==> src/rtl/pixel_unpacker_pkg.sv <==
// Shared video definitions for the pixel unpacker: geometry defaults, phase encoding, pixel type.
// No logic; constants and helpers only.
// No flow control here; consumers own their own handshakes.
package pixel_unpacker_pkg;

    localparam int X_SIZE_DEF = 640;
    localparam int Y_SIZE_DEF = 480;

    // Four pixels travel in three 32-bit words.
    localparam int WORDS_PER_LINE_DEF = X_SIZE_DEF * 3 / 4;

    // P0..P2 consume a word each; P3 drains the 24-bit residue without a word.
    typedef enum logic [1:0] {
        P0 = 2'd0,
        P1 = 2'd1,
        P2 = 2'd2,
        P3 = 2'd3
    } phase_e;

    typedef struct packed {
        logic [7:0] r;
        logic [7:0] g;
        logic [7:0] b;
    } rgb24_t;

    function automatic int words_per_line(input int x_size);
        return x_size * 3 / 4;
    endfunction

    function automatic phase_e phase_next(input phase_e p);
        phase_e n;
        case (p)
            P0:      n = P1;
            P1:      n = P2;
            P2:      n = P3;
            default: n = P0;
        endcase
        return n;
    endfunction

endpackage

==> src/rtl/pixel_unpacker_core.sv <==
// Phase FSM, byte residue and the single registered pixel slot of the unpacker.
// Latency: accepted word to pixel valid is 1 cycle; P3 pixel follows on the next free cycle.
// Backpressure: word_rdy_o drops while the slot is full and stalled, and during the P3 drain.
module pixel_unpack_core
    import pixel_unpacker_pkg::*;
(
    input  logic        clk_i,
    input  logic        rst_ni,
    input  logic        word_vld_i,
    input  logic [31:0] word_dat_i,
    input  logic        word_sof_i,
    input  logic        resync_i,
    input  logic [1:0]  side_i,
    output logic        word_rdy_o,
    output logic        word_take_o,
    output logic        res_emit_o,
    output phase_e      phase_o,
    output logic        locked_o,
    output rgb24_t      pix_dat_o,
    output logic [1:0]  pix_side_o,
    output logic        pix_vld_o,
    input  logic        pix_rdy_i
);

    phase_e      phase_q;
    logic        locked_q;
    logic [23:0] residue_q;
    logic [23:0] residue_d;
    logic [23:0] word_pix;
    rgb24_t      pix_q;
    logic [1:0]  side_q;
    logic        pix_vld_q;
    logic        slot_free;
    phase_e      eff_phase;

    assign slot_free   = !pix_vld_q || pix_rdy_i;
    assign word_rdy_o  = !locked_q || ((phase_q != P3) && slot_free);
    // Unlocked words are swallowed unless they mark a frame start.
    assign word_take_o = word_vld_i && word_rdy_o && (locked_q || word_sof_i);
    assign res_emit_o  = locked_q && (phase_q == P3) && slot_free;
    assign eff_phase   = word_sof_i ? P0 : phase_q;

    assign phase_o    = phase_q;
    assign locked_o   = locked_q;
    assign pix_dat_o  = pix_q;
    assign pix_side_o = side_q;
    assign pix_vld_o  = pix_vld_q;

    // Splice the incoming word with the carried bytes according to the effective phase.
    always_comb begin
        word_pix  = residue_q;
        residue_d = residue_q;
        case (eff_phase)
            P0: begin
                word_pix  = word_dat_i[23:0];
                residue_d = {16'h0, word_dat_i[31:24]};
            end
            P1: begin
                word_pix  = {word_dat_i[15:0], residue_q[7:0]};
                residue_d = {8'h0, word_dat_i[31:16]};
            end
            P2: begin
                word_pix  = {word_dat_i[7:0], residue_q[15:0]};
                residue_d = word_dat_i[31:8];
            end
            default: begin
                word_pix  = residue_q;
                residue_d = residue_q;
            end
        endcase
    end

    // Phase, residue and output slot advance together; a resync returns to P0 with no residue.
    always_ff @(posedge clk_i or negedge rst_ni) begin
        if (!rst_ni) begin
            phase_q   <= P0;
            locked_q  <= 1'b0;
            residue_q <= '0;
            pix_q     <= '0;
            side_q    <= '0;
            pix_vld_q <= 1'b0;
        end else if (word_take_o) begin
            pix_q     <= rgb24_t'(word_pix);
            side_q    <= side_i;
            pix_vld_q <= 1'b1;
            locked_q  <= 1'b1;
            if (resync_i) begin
                phase_q   <= P0;
                residue_q <= '0;
            end else begin
                phase_q   <= phase_next(eff_phase);
                residue_q <= residue_d;
            end
        end else if (res_emit_o) begin
            pix_q     <= rgb24_t'(residue_q);
            side_q    <= side_i;
            pix_vld_q <= 1'b1;
            phase_q   <= P0;
            residue_q <= '0;
        end else if (pix_rdy_i) begin
            pix_vld_q <= 1'b0;
        end
    end

endmodule

==> src/rtl/pixel_unpacker.sv <==
// AXI4-Stream 3-words-per-4-pixels unpacker with frame geometry tracking and sticky framing errors.
// Latency: accepted word to pix_valid is 1 cycle; sustains 1 pixel/cycle (3 words per 4 cycles).
// Backpressure: in_stream_tready low during reset, the P3 drain, or when the pixel slot is stalled.
module pixel_unpacker
    import pixel_unpacker_pkg::*;
#(
    parameter int X_SIZE = X_SIZE_DEF,
    parameter int Y_SIZE = Y_SIZE_DEF
) (
    input  logic        aclk,
    input  logic        aresetn,
    input  logic [31:0] in_stream_tdata,
    input  logic [3:0]  in_stream_tkeep,
    input  logic        in_stream_tlast,
    input  logic        in_stream_tuser,
    input  logic        in_stream_tvalid,
    output logic        in_stream_tready,
    output logic [7:0]  pix_r,
    output logic [7:0]  pix_g,
    output logic [7:0]  pix_b,
    output logic        pix_valid,
    input  logic        pix_ready,
    output logic        pix_sof,
    output logic        pix_eol,
    output logic        err_tlast_early,
    output logic        err_tlast_missing,
    output logic        err_sof_mid,
    output logic        err_keep,
    input  logic        err_clear,
    output logic [15:0] frame_count
);

    localparam int XW = $clog2(X_SIZE + 1);
    localparam int YW = $clog2(Y_SIZE + 1);
    localparam logic [XW-1:0] X_LAST = XW'(X_SIZE - 1);
    localparam logic [XW-1:0] X_PEN  = XW'(X_SIZE - 2);
    localparam logic [YW-1:0] Y_LAST = YW'(Y_SIZE - 1);

    logic          core_rdy;
    logic          word_take;
    logic          res_emit;
    logic          locked;
    phase_e        phase;
    phase_e        eff_phase;
    rgb24_t        pix_dat;
    logic [1:0]    pix_side;
    logic [1:0]    side;
    logic [XW-1:0] x_q;
    logic [XW-1:0] base_x;
    logic [YW-1:0] y_q;
    logic [YW-1:0] base_y;
    logic [YW-1:0] y_inc;
    logic [15:0]   frame_q;
    logic [3:0]    err_q;
    logic [3:0]    err_set;
    logic          accept;
    logic          exp_last;
    logic          tlast_early;
    logic          tlast_missing;
    logic          sof_mid;

    // Held low while reset is asserted so the stream sees no acceptance during reset.
    assign in_stream_tready = aresetn && core_rdy;
    assign accept           = in_stream_tvalid && in_stream_tready;

    pixel_unpack_core u_core (
        .clk_i       (aclk),
        .rst_ni      (aresetn),
        .word_vld_i  (in_stream_tvalid),
        .word_dat_i  (in_stream_tdata),
        .word_sof_i  (in_stream_tuser),
        .resync_i    (tlast_early),
        .side_i      (side),
        .word_rdy_o  (core_rdy),
        .word_take_o (word_take),
        .res_emit_o  (res_emit),
        .phase_o     (phase),
        .locked_o    (locked),
        .pix_dat_o   (pix_dat),
        .pix_side_o  (pix_side),
        .pix_vld_o   (pix_valid),
        .pix_rdy_i   (pix_ready)
    );

    // Position of the pixel being loaded this cycle; a frame-start word snaps it to the origin
    // before the tlast check so both markers on one word resolve in that order.
    always_comb begin
        eff_phase = in_stream_tuser ? P0 : phase;
        base_x    = x_q;
        base_y    = y_q;
        if (word_take && in_stream_tuser) begin
            base_x = '0;
            base_y = '0;
        end
        y_inc         = (base_y == Y_LAST) ? '0 : base_y + YW'(1);
        side          = {(base_x == '0) && (base_y == '0), base_x == X_LAST};
        exp_last      = (eff_phase == P2) && (base_x == X_PEN);
        tlast_early   = word_take && in_stream_tlast && !exp_last;
        tlast_missing = word_take && !in_stream_tlast && exp_last;
        sof_mid       = word_take && in_stream_tuser && locked &&
                        !((x_q == '0) && (y_q == '0) && (phase == P0));
        err_set       = {tlast_early, tlast_missing, sof_mid,
                         accept && (in_stream_tkeep != 4'hF)};
    end

    // Geometry advances once per pixel loaded into the slot; an early tlast jumps to the next line.
    always_ff @(posedge aclk or negedge aresetn) begin
        if (!aresetn) begin
            x_q     <= '0;
            y_q     <= '0;
            frame_q <= '0;
        end else if (word_take || res_emit) begin
            if (tlast_early) begin
                x_q <= '0;
                y_q <= y_inc;
            end else if (base_x == X_LAST) begin
                x_q <= '0;
                y_q <= y_inc;
                if (base_y == Y_LAST) begin
                    frame_q <= frame_q + 16'd1;
                end
            end else begin
                x_q <= base_x + XW'(1);
                y_q <= base_y;
            end
        end
    end

    // Sticky error flags; a clear in the same cycle as a new event wins.
    always_ff @(posedge aclk or negedge aresetn) begin
        if (!aresetn) begin
            err_q <= '0;
        end else if (err_clear) begin
            err_q <= '0;
        end else begin
            err_q <= err_q | err_set;
        end
    end

    assign pix_r             = pix_dat.r;
    assign pix_g             = pix_dat.g;
    assign pix_b             = pix_dat.b;
    assign pix_sof           = pix_side[1];
    assign pix_eol           = pix_side[0];
    assign err_tlast_early   = err_q[3];
    assign err_tlast_missing = err_q[2];
    assign err_sof_mid       = err_q[1];
    assign err_keep          = err_q[0];
    assign frame_count       = frame_q;

endmodule

==> config.mk <==
export PLATFORM = sky130hd
export DESIGN_NAME = pixel_unpacker
export DESIGN_NICKNAME = d
export VERILOG_FILES = /design/src/rtl/pixel_unpacker_pkg.sv /design/src/rtl/pixel_unpacker_core.sv /design/src/rtl/pixel_unpacker.sv
export SDC_FILE = /design/constraint.sdc
export NUM_CORES = 1
export LEC_CHECK = 0
export ABC_AREA = 1
export CAP_MARGIN = 20
export CELL_PAD_IN_SITES_DETAIL_PLACEMENT = 1
export CELL_PAD_IN_SITES_GLOBAL_PLACEMENT = 1
export CORE_MARGIN = 8
export CORE_UTILIZATION = 40
export DETAILED_ROUTE_END_ITERATION = 12
export DONT_BUFFER_PORTS = 1
export GPL_ROUTABILITY_DRIVEN = 0
export PLACE_DENSITY_LB_ADDON = 0.1
export SETUP_SLACK_MARGIN = 0.5
export SYNTH_ARGS = -nofsm -noshare
export SYNTH_HDL_FRONTEND = slang
export SYNTH_SLANG_ARGS = --single-unit
==> constraint.sdc <==
create_clock -name aclk -period 2.4 [get_ports aclk]
set_input_delay 0.6 -clock aclk [delete_from_list [all_inputs] [get_ports aclk]]
set_output_delay 0.6 -clock aclk [all_outputs]
set_load 0.01 [all_outputs]
==> flow_metrics.py <==
metrics = {
    "detailed_routing": {
        "drc": 0,
        "initialDrtViolationCount": 327,
        "via_count": 5491,
        "postRouteAntennaNets": 0,
        "firstDrtPassIters": 5,
        "routedWlPerCell_um": 20.1,
        "vias_per_cell": 5.56,
        "routed_wirelength_um": 19900,
    },
    "placed_design": {
        "hpwlAfterDp_um": 13300,
        "dp_slack_ps": -75.4,
        "port_buffers": 0,
        "placed_cell_area_sq_um": 6050,
        "dp_cells": 927,
    },
    "die": {
        "initial_core_util": 0.410,
        "dieHeight_um": 133,
        "die-area_sq_um": 17600,
        "die_w_um": 133,
        "num_io_pins": 91,
        "core-area_sq_um": 13300,
        "fp-row-count": 42,
    },
    "global_routing": {
        "grt.overflow.total": 0,
        "grt_pass1_wl_um": 31200,
        "antenna_found_initial": 0,
        "grt_max_degree": 95,
        "grt_pass1_vias": 5869,
        "globalRouteTotalUtil": 0.220,
    },
    "synth": {
        "synth_area_leaders": "dfrtp_1 43%, nand2_1 15%, o21ai_0 5.7%",
        "synth_area_leader_cell": "dfrtp_1",
        "synth_area_sq_um": 5450,
        "yosysSeqAreaShare": 0.427,
        "async_flop_share": 1.00,
        "syn_avg_cell_area_sq_um": 7.43,
        "synthFlopType": "dfrtp_1",
        "synth_nets": 786,
        "synth_seq_cells": 93,
        "synth_cell_types": 39,
        "yosys_warnings": 0,
        "synth-edff-count": 0,
        "yosys-top-cells-count": "217 x nand2_1, 93 x dfrtp_1, 76 x inv_1",
        "synth_top_area_share": 0.427,
        "syn_inst": 734,
        "yosys.cell_count.top_type": "nand2_1",
    },
    "clocking": {
        "cts-root-buf": "clkbuf_16",
        "htree_levels": 3,
        "numCtsBuffers": 9,
        "clk_pin_slew_worst_paths_ps": 70,
        "cts_sinks": 93,
        "clockBufferDepth": 2,
        "cts_tree": "built",
        "clk_latency_ps": 350,
    },
    "setup_path": {
        "crit_arrival_ps": 2560,
        "worst_setup_path_end_kind": "flop",
        "required_ps": 2690,
        "max_stage_delay_ps": 460,
        "path_buf_inv": 4,
        "crit_fanout": 8,
        "path_cells": "nor2_4 > nor2_4 > nand4_4 > buf_12 > nand2_8 > inv_4 > ha_4 > nand3_4 > nor2_4 > nand4_4 > nor2_4 > buf_6 > buf_12 > nand2_4 > nand2_2",
        "path_common_cell": "nor2_4",
        "crit_family": "simple AND/OR/NAND/NOR gates",
        "cp_slowest_cell": "dfrtp_2",
        "critPathKind": "reg2reg",
        "reg2reg_slack_ps": 130,
        "cp-start-kind": "flop",
    },
    "status": {
        "outcome": "complete, but fails checks",
        "violations": "negative hold slack",
    },
    "sta": {
        "rsz0062_at_grt": "true",
        "fin_crit_sh": 0.946,
        "fin_tns_setup_ps": 0,
        "fmax_mhz": 440,
        "relSlewSlack": 0.677,
        "finalWorstSetupSlack_ps": 128,
        "finalHoldViolCount": 93,
        "fin_crit_ps": 2270,
        "finClkSkew_ps": 8.32,
        "setup_viol": 0,
        "worst_slew_pin_slew_ps": 484,
        "slew_violations": 0,
        "hold_slack_ps": -55.3,
    },
    "cells_and_area": {
        "fin_cells": 988,
        "fin_nets": 860,
        "finalCoreUtilization": 0.551,
        "area_growth_pct": 34.3,
        "antenna_cells": 0,
        "final_layout_size_suffix_gt1_frac": 0.273,
        "fin_area_sq_um": 7320,
        "nFillCells": 1611,
    },
    "power_and_ir_drop": {
        "power.density_nw_per_um2": 895,
        "p_leak_nw": 3.47,
        "finalPower_mw": 6.55,
        "peakVddDrop_v": 0.000524,
    },
    "min_path": {
        "hold_class": "in2async",
    },
    "flow_run": {
        "maxCapViolCount": 0,
    },
}
==> layout make-up <==
cell class / instances / area [sq um] / area share
clock buffers: 12 / 256 / 0.0350
clock inverters: 3 / 68.8 / 0.00940
inverters: 83 / 355 / 0.0485
multi-input cells: 528 / 3210 / 0.438
flip-flops and latches: 93 / 2330 / 0.318
well taps: 176 / 220 / 0.0301
repair buffers: 93 / 886 / 0.121
==> worst reg2reg max path, stage by stage, from the launching register on <==
cell     delay (ps)
dfrtp_2         460
nor2_4          130
nor2_4           50
nand4_4         140
buf_12          170
nand2_8          60
inv_4            70
ha_4            140
nand3_4          80
nor2_4          190
nand4_4         190
nor2_4          170
buf_6           110
buf_12          140
nand2_4          60
nand2_2          60
==> final timing paths <==
path,start,endpoint,cells after the start
worst min-delay path,aresetn,frame_count[6]$_DFFE_PN0P_,0
worst max register to register,u_core.locked_o$_DFFE_PN0N_,frame_count[14]$_DFFE_PN0P_,15
worst max-delay path,u_core.locked_o$_DFFE_PN0N_,frame_count[14]$_DFFE_PN0P_,15
worst min register to register,u_core.residue_q[8]$_DFFE_PN0P_,u_core.residue_q[8]$_DFFE_PN0P_,2
min in group aclk,err_clear,err_q[3]$_DFF_PN0_,1
max in group asynchronous,aresetn,frame_count[11]$_DFFE_PN0P_,0
==> timing repair <==
action,4_1_cts,5_1_grt
setup buffers,29,13
gates cloned,4,0
setup endpoints to repair,90,90
gates resized for setup,74,91
pin swaps,26,21
hold endpoints to repair,93,93
==> state kept, by name, summed over array words and instances (netlist names) <==
signal             cells
err_q                  4
frame_count           16
u_core.locked_o        1
u_core.phase_o         2
u_core.pix_dat_o      24
u_core.pix_side_o      2
u_core.pix_vld_o       1
u_core.residue_q      24
x_q                   10
y_q                    9
==> routing by layer <==
| metal | GRT usage | vias up | part of all wire |
|---|---|---|---|
| met5 | 0 | - | 0 |
| met4 | 0.0543 | 0 | 0.014 |
| met3 | 0.0594 | 23 | 0.055 |
| met2 | 0.388 | 119 | 0.52 |
| met1 | 0.258 | 2760 | 0.41 |
| li1 | - | 2589 | - |
==> placed cells by master (no fill, tap or decap), types with 11 or more instances in the layout <==
master / count
o21ai_2: 15
nor2_4: 11
buf_6: 26
buf_4: 61
inv_1: 68
o21ai_0: 27
o21ai_1: 35
nand4_1: 19
nand2_1: 188
nor2_1: 42
o22ai_1: 20
nand2_4: 11
dfrtp_1: 92
nand3_1: 38
nand2_2: 16
==> cells by family after synthesis <==
kind of cell,Yosys count,share of synthesized area
buffers and inverters,113,0.0828
AOI/OAI and AO/OA,139,0.151
xor gates and xnor gates,17,0.0273
DFF,93,0.427
and+or+nand+nor,363,0.291
adders and majority gates,9,0.0207
==> report_power, final <==
part	leakage (nW)	switching [mW]	internal [mW]	total [mW]
sequential	1.24	0.455	1.93	2.39
clock	0.159	0.640	0.968	1.61
combinational	2.08	1.53	1.02	2.56
total	3.47	2.63	3.92	6.55
Note: power is estimated with default switching activity, not from simulation.
